File: src/rtl/fetch_pkg.sv
// Shared state encoding and constants for the instruction fetch unit.
// The optional perf counters are enabled with the FETCH_PERF_EN macro.
package fetch_pkg;

    typedef enum logic [1:0] {
        REQ  = 2'd0,
        OUT  = 2'd1,
        HALT = 2'd2
    } fetchState_t;

    localparam logic [31:0] INSTR_BYTES = 32'd4;
    localparam logic [31:0] ZERO_WORD   = 32'h0000_0000;
    localparam int unsigned MIN_LATENCY = 1;
    localparam int unsigned MAX_LATENCY = 7;

    function automatic bit latencyOk(int unsigned lat);
        return (lat >= MIN_LATENCY) && (lat <= MAX_LATENCY);
    endfunction

endpackage

File: src/rtl/fetch_wait_counter.sv
// Memory latency counter; done marks the cycle the read word is sampled.
// Part of the FETCH_PERF_EN-configurable fetch unit.
module fetch_wait_counter #(
    parameter int unsigned MEM_LATENCY = 1
) (
    input  logic clk,
    input  logic rst_n,
    input  logic clear,
    input  logic enable,
    output logic done
);

    localparam logic [2:0] LAST = 3'(MEM_LATENCY - 1);

    logic [2:0] count;

    always_ff @(posedge clk or negedge rst_n) begin
        if (!rst_n) begin
            count <= 3'd0;
        end else if (clear) begin
            count <= 3'd0;
        end else if (enable) begin
            count <= count + 3'd1;
        end
    end

    assign done = (count == LAST);

endmodule

File: src/rtl/instruction_fetch_unit.sv
// Instruction fetch: owns the PC, waits on memory, hands words to decode.
// Define FETCH_PERF_EN to add the perf_fetched / perf_stall counters.
module instruction_fetch_unit
    import fetch_pkg::*;
#(
    parameter logic [31:0] RESET_PC    = 32'h0000_0000,
    parameter int unsigned MEM_LATENCY = 1
) (
    input  logic        clk,
    input  logic        rst_n,
    output logic [31:0] readAddress,
    input  logic [31:0] instruction,
    input  logic        fimDoArquivo,
    output logic        if_valid,
    input  logic        if_ready,
    output logic [31:0] if_instr,
    output logic [31:0] if_pc,
    input  logic        redirect_valid,
    input  logic [31:0] redirect_pc,
    output logic        halted,
    output logic        misalign_err
`ifdef FETCH_PERF_EN
    ,
    output logic [31:0] perf_fetched,
    output logic [31:0] perf_stall
`endif
);

    if (!latencyOk(MEM_LATENCY) || (RESET_PC[1:0] != 2'b00)) begin : gBadParam
        $error("instruction_fetch_unit: illegal MEM_LATENCY or RESET_PC");
    end

    fetchState_t state, nextState;
    logic [31:0] pc;
    logic        started;
    logic        cntDone, cntClear, cntEnable;
    logic        wordOk, aligned;
    logic        accept, endFetch, handshake;

    assign readAddress = pc;
    assign aligned     = (redirect_pc[1:0] == 2'b00);

    // The parity term is never true for an unknown word, so X reads halt.
    assign wordOk = (fimDoArquivo == 1'b0)
                 && (instruction != ZERO_WORD)
                 && (((^instruction) == 1'b0) || ((^instruction) == 1'b1));

    assign cntClear  = redirect_valid || (state != REQ);
    assign cntEnable = (state == REQ) && started && !cntDone;

    fetch_wait_counter #(
        .MEM_LATENCY(MEM_LATENCY)
    ) waitCounter (
        .clk   (clk),
        .rst_n (rst_n),
        .clear (cntClear),
        .enable(cntEnable),
        .done  (cntDone)
    );

    always_comb begin
        nextState = state;
        accept    = 1'b0;
        endFetch  = 1'b0;
        handshake = 1'b0;
        unique case (state)
            REQ: begin
                if (started && cntDone) begin
                    if (wordOk) begin
                        accept    = 1'b1;
                        nextState = OUT;
                    end else begin
                        endFetch  = 1'b1;
                        nextState = HALT;
                    end
                end
            end
            OUT: begin
                if (if_ready) begin
                    handshake = 1'b1;
                    nextState = REQ;
                end
            end
            HALT: nextState = HALT;
            default: nextState = REQ;
        endcase
        if (redirect_valid) begin
            accept    = 1'b0;
            endFetch  = 1'b0;
            handshake = 1'b0;
            nextState = aligned ? REQ : HALT;
        end
    end

    // started holds the first request back one edge after reset release.
    always_ff @(posedge clk or negedge rst_n) begin
        if (!rst_n) begin
            state        <= REQ;
            started      <= 1'b0;
            pc           <= RESET_PC;
            if_valid     <= 1'b0;
            if_instr     <= ZERO_WORD;
            if_pc        <= 32'd0;
            halted       <= 1'b0;
            misalign_err <= 1'b0;
        end else begin
            state   <= nextState;
            started <= 1'b1;
            if (redirect_valid) begin
                if_valid     <= 1'b0;
                halted       <= !aligned;
                misalign_err <= !aligned;
                if (aligned) begin
                    pc <= redirect_pc;
                end
            end else if (accept) begin
                if_instr <= instruction;
                if_pc    <= pc;
                if_valid <= 1'b1;
                pc       <= pc + INSTR_BYTES;
            end else if (handshake) begin
                if_valid <= 1'b0;
            end else if (endFetch) begin
                halted <= 1'b1;
            end
        end
    end

`ifdef FETCH_PERF_EN
    always_ff @(posedge clk or negedge rst_n) begin
        if (!rst_n) begin
            perf_fetched <= 32'd0;
            perf_stall   <= 32'd0;
        end else begin
            if (handshake) begin
                perf_fetched <= perf_fetched + 32'd1;
            end
            if ((state == OUT) && !if_ready) begin
                perf_stall <= perf_stall + 32'd1;
            end
        end
    end
`endif

endmodule
File: config.mk
export PLATFORM = sky130hd
export DESIGN_NAME = instruction_fetch_unit
export DESIGN_NICKNAME = d
export VERILOG_FILES = /design/src/rtl/fetch_pkg.sv /design/src/rtl/fetch_wait_counter.sv /design/src/rtl/instruction_fetch_unit.sv
export SDC_FILE = /design/constraint.sdc
export NUM_CORES = 1
export LEC_CHECK = 0
export ABC_AREA = 1
export BUFFER_PORTS_ARGS = -buffer_cell sky130_fd_sc_hd__buf_2
export CAP_MARGIN = 10
export CELL_PAD_IN_SITES_DETAIL_PLACEMENT = 1
export CELL_PAD_IN_SITES_GLOBAL_PLACEMENT = 2
export CORE_AREA = 4 4 147 149
export DETAILED_ROUTE_END_ITERATION = 7
export DIE_AREA = 0 0 151 153
export GPL_TIMING_DRIVEN = 0
export PLACE_DENSITY_LB_ADDON = 0.12
export SYNTH_ARGS = -nofsm -noshare
export SYNTH_HDL_FRONTEND = slang
export SYNTH_HIERARCHICAL = 1
export SYNTH_SLANG_ARGS = --single-unit
export TNS_END_PERCENT = 10
File: constraint.sdc
create_clock -name clk -period 2.35 [get_ports clk]
set_clock_uncertainty 0.15 [all_clocks]
set_input_delay 0.47 -clock clk [delete_from_list [all_inputs] [get_ports clk]]
set_output_delay 0.47 -clock clk [all_outputs]
set_load 0.03 [all_outputs]
==> report_table.html <==
<table>
<tr><th>Metric</th><th>Value</th></tr>
<tr><th colspan="2">Outcome</th></tr>
<tr><td>Outcome</td><td>finished clean</td></tr>
<tr><th colspan="2">Floorplanning</th></tr>
<tr><td>Die boundary height</td><td>153 um</td></tr>
<tr><td>Starting Density</td><td>0.277</td></tr>
<tr><td>Area of the die</td><td>0.0231 mm2</td></tr>
<tr><td>Width of the die</td><td>151 um</td></tr>
<tr><td>Io pins</td><td>168</td></tr>
<tr><td>Area of the placeable core</td><td>0.0202 mm2</td></tr>
<tr><td>Row cnt</td><td>52</td></tr>
<tr><th colspan="2">GRT</th></tr>
<tr><td>Number of antenna violations at the first check in global routing</td><td>0</td></tr>
<tr><td>Residual overflow from global routing</td><td>0</td></tr>
<tr><td>Vias in the first global route</td><td>5803</td></tr>
<tr><td>GRT Util Overall</td><td>0.178</td></tr>
<tr><td>Global-route wire length before repair</td><td>32200 um</td></tr>
<tr><td>Pin count of the biggest net entering global routing</td><td>60</td></tr>
<tr><th colspan="2">Logic synthesis</th></tr>
<tr><td>Syn Nets</td><td>840</td></tr>
<tr><td>Library cell occupying the most area in the post-synthesis netlist</td><td>dfrtp_1</td></tr>
<tr><td>Count of unique library cells instantiated by Yosys</td><td>28</td></tr>
<tr><td>Number of standard cells after synthesis</td><td>768</td></tr>
<tr><td>Area share of the largest cell type after synthesis</td><td>0.471</td></tr>
<tr><td>Flip-flop and latch count after synthesis</td><td>105</td></tr>
<tr><td>Top area cells in the synthesized netlist</td><td>dfrtp_1 (47%), nand2_1 (20%), nand3_1 (5.3%), inv_1 (5.1%), o21ai_1 (4.7%)</td></tr>
<tr><td>Fraction of the yosys area taken by sequential cells</td><td>0.471</td></tr>
<tr><td>Synthesized area</td><td>0.00558 mm2</td></tr>
<tr><td>Warnings from Yosys</td><td>6</td></tr>
<tr><td>Syn Area/Cell</td><td>7.27 um2</td></tr>
<tr><th colspan="2">Clock network</th></tr>
<tr><td>Total CTS buffers</td><td>9</td></tr>
<tr><td>Longest Clk Path Bufs</td><td>2</td></tr>
<tr><td>Clock Tree Root</td><td>clkbuf_16</td></tr>
<tr><td>Post-CTS setup buffers</td><td>0</td></tr>
<tr><td>Insertion delay of the later-clocked pin in the worst-skew pair</td><td>0.36 ns</td></tr>
<tr><td>TritonCTS clock tree</td><td>done</td></tr>
<tr><td>Clock-pin slew on the worst setup and hold paths</td><td>0.08 ns</td></tr>
<tr><td>CTS sink cnt</td><td>105</td></tr>
<tr><td>CTS hold repair buffers</td><td>1</td></tr>
<tr><td>Resize count post-CTS</td><td>0</td></tr>
<tr><td>Number of H-tree levels</td><td>3</td></tr>
<tr><th colspan="2">STA</th></tr>
<tr><td>Share of the cycle needed by the critical path after routing</td><td>0.872</td></tr>
<tr><td>Clock period minus worst slack</td><td>2.05 ns</td></tr>
<tr><td>Achievable Freq</td><td>488 MHz</td></tr>
<tr><td>Normalized max-slew margin</td><td>0.610</td></tr>
<tr><td>Max-slew violations</td><td>0</td></tr>
<tr><td>Count of final hold-check violations</td><td>0</td></tr>
<tr><td>Slew of the pin with the lowest slew margin</td><td>0.585 ns</td></tr>
<tr><td>Worst Hold Margin</td><td>0.167 ns</td></tr>
<tr><td>Unrepaired setup endpoints after global routing</td><td>no</td></tr>
<tr><td>Final setup vio count</td><td>0</td></tr>
<tr><th colspan="2">Detailed routing</th></tr>
<tr><td>Length of the first detailed-routing pass in iterations</td><td>4</td></tr>
<tr><td>Detailed Route WL</td><td>20300 um</td></tr>
<tr><td>Final antenna-violating net count</td><td>0</td></tr>
<tr><td>Average wire length per cell after detail routing</td><td>16.6 um</td></tr>
<tr><td>Remaining DRCs</td><td>0</td></tr>
<tr><td>Overall via count from detail_route</td><td>5421</td></tr>
<tr><td>Number of violations reported at the end of detailed-routing iteration 0</td><td>181</td></tr>
<tr><td>Via density</td><td>4.43</td></tr>
<tr><th colspan="2">Setup path</th></tr>
<tr><td>Worst-path maximum fanout</td><td>10</td></tr>
<tr><td>Capturing element type of the critical path</td><td>flip-flop</td></tr>
<tr><td>Arrival time at the worst endpoint</td><td>2.12 ns</td></tr>
<tr><td>Number of cells on the worst reg-to-reg path</td><td>9</td></tr>
<tr><td>Critical Path RT</td><td>2.42 ns</td></tr>
<tr><td>WS Path Type</td><td>flip-flop to flip-flop</td></tr>
<tr><td>Critical path launch point type</td><td>flip-flop</td></tr>
<tr><th colspan="2">Power</th></tr>
<tr><td>Maximum vdd drop</td><td>0.000319 V</td></tr>
<tr><td>Lkg Pwr</td><td>3.83 nW</td></tr>
<tr><td>Pwr/cell area</td><td>925 mW/mm2</td></tr>
<tr><td>Total design power</td><td>6.61 mW</td></tr>
<tr><th colspan="2">Hold path</th></tr>
<tr><td>Class of the tightest hold or removal check</td><td>primary input to flip-flop</td></tr>
<tr><td>Hold Path Depth</td><td>2</td></tr>
<tr><th colspan="2">Finish</th></tr>
<tr><td>Final standard cell count with taps included and fillers excluded</td><td>1223</td></tr>
<tr><td>Count of antenna diodes in the layout</td><td>0</td></tr>
<tr><td>Net count of the finished layout</td><td>1020</td></tr>
<tr><td>Share of final-layout standard cells stronger than drive strength 1</td><td>0.253</td></tr>
<tr><td>Filler cell count in the final layout</td><td>2574</td></tr>
<tr><td>Area Overhead vs Synth</td><td>28.0%</td></tr>
<tr><th colspan="2">Placed design</th></tr>
<tr><td>HPWL after detailed placement</td><td>15700 um</td></tr>
<tr><td>Number of input and output port buffers inserted</td><td>167</td></tr>
<tr><td>Placed cell count</td><td>1206</td></tr>
<tr><td>RD Place Congestion</td><td>0.783</td></tr>
<tr><th colspan="2">Run</th></tr>
<tr><td>Max-cap violation count</td><td>0</td></tr>
</table>
==> layout make-up <==
| type | count | area [um2] | area share |
|---|---|---|---|
| clock buffer | 10 | 239 | 0.0335 |
| sequential | 105 | 2630 | 0.368 |
| buffer | 31 | 219 | 0.0307 |
| timing repair buffer | 169 | 880 | 0.123 |
| clock inverter | 6 | 105 | 0.0147 |
| multi-input combinational | 545 | 2410 | 0.337 |
| tap | 270 | 338 | 0.0473 |
| inverter | 87 | 327 | 0.0457 |
==> worst max-delay path, cell delays in order (launching register included) <==
cell	delay, ns
dfrtp_1	0.35
inv_1	0.08
ha_1	0.19
inv_1	0.05
nor2_1	0.05
nand3_1	0.08
clkinv_1	0.15
nand4_4	0.16
clkbuf_1	0.47
o21ai_0	0.16
==> cell usage in the layout, fill, tap and decap left out, types with 9 or more instances in the layout <==
cell	n
clkbuf_16	9
inv_1	76
nor2_1	59
o21ai_1	52
inv_2	9
nand3_1	59
dfrtp_1	105
buf_2	178
o21ai_0	26
nand2_1	303
==> registers in the layout (all words and copies together) (netlist names) <==
register / cells
readAddress: 32
if_instr: 32
if_pc: 32
waitCounter/count: 3
misalign_err: 1
if_valid: 1
halted: 1
state: 2
started: 1
==> kinds of logic (layout without fill, tap and decap cells) <==
logic type / after synthesis / in the layout / share of synthesized area
adders and majority gates: 3 / 3 / 0.00673
DFF: 105 / 105 / 0.471
AOI/OAI and AO/OA: 91 / 91 / 0.0841
and+or+nand+nor: 448 / 448 / 0.337
buffers and inverters: 118 / 303 / 0.0977
other: 1 / 1 / 0.000672
xor gates and xnor gates: 2 / 2 / 0.00314
==> power by group <==
group	leakage, nW	internal (mW)	switching, mW	total (mW)
logic	2.31	0.648	1.60	2.25
registers	1.35	2.23	0.333	2.56
clock network	0.172	1.07	0.725	1.79
total	3.83	3.94	2.66	6.61
==> metal layers <==
metal  GRT usage  vias up  wire length [um]
met5           0        -                 0
li1            -     2755                 -
met2       0.291      118              9230
met4      0.0440        0               222
met3      0.0267       12               811
met1       0.248     2536             10000
==> synthesized netlist by cell type <==
library cell and count:
a21oi_1 5, a31oi_1 6, buf_1 1, buf_12 1, buf_2 12, buf_4 7
buf_6 6, clkbuf_1 4, clkinv_1 2, conb_1 1, dfrtp_1 105, ha_1 3
inv_1 76, inv_2 9, nand2_1 303, nand2_2 6, nand3_1 59, nand3_2 6
nand4_1 6, nand4_4 1, nor2_1 59, nor2_2 4, nor2_4 4, o21ai_0 26
o21ai_1 52, o21ai_2 1, o31ai_1 1, xor2_1 2
==> path summary, 6_finish.rpt <==
kind | slack, ns | endpoint | from
setup / recovery | 0.30 | if_pc[14] | waitCounter/count[0]
hold / removal | 0.17 | state[0] | if_ready
setup reg to reg | 0.30 | if_pc[14] | waitCounter/count[0]
hold reg to reg | 0.33 | if_pc[3] | if_pc[3]
max in group asynchronous | 0.88 | if_pc[8] | rst_n
min in group asynchronous | 0.48 | if_instr[16] | rst_n
==> through the flow <==
step	cell area [um2]	setup slack [ns]	TNS, ns	util
2_1_floorplan	5580	0.477	0	-
3_3_place_gp	6760	-0.819	-84.74	0.335
3_5_place_dp	6790	0.105	0	0.337
4_1_cts	7140	0.271	0	0.354
5_1_grt	7140	0.0689	0	0.354
6_report	7140	0.302	0	0.354
No activity file was read; power rests on OpenSTA's default activity.
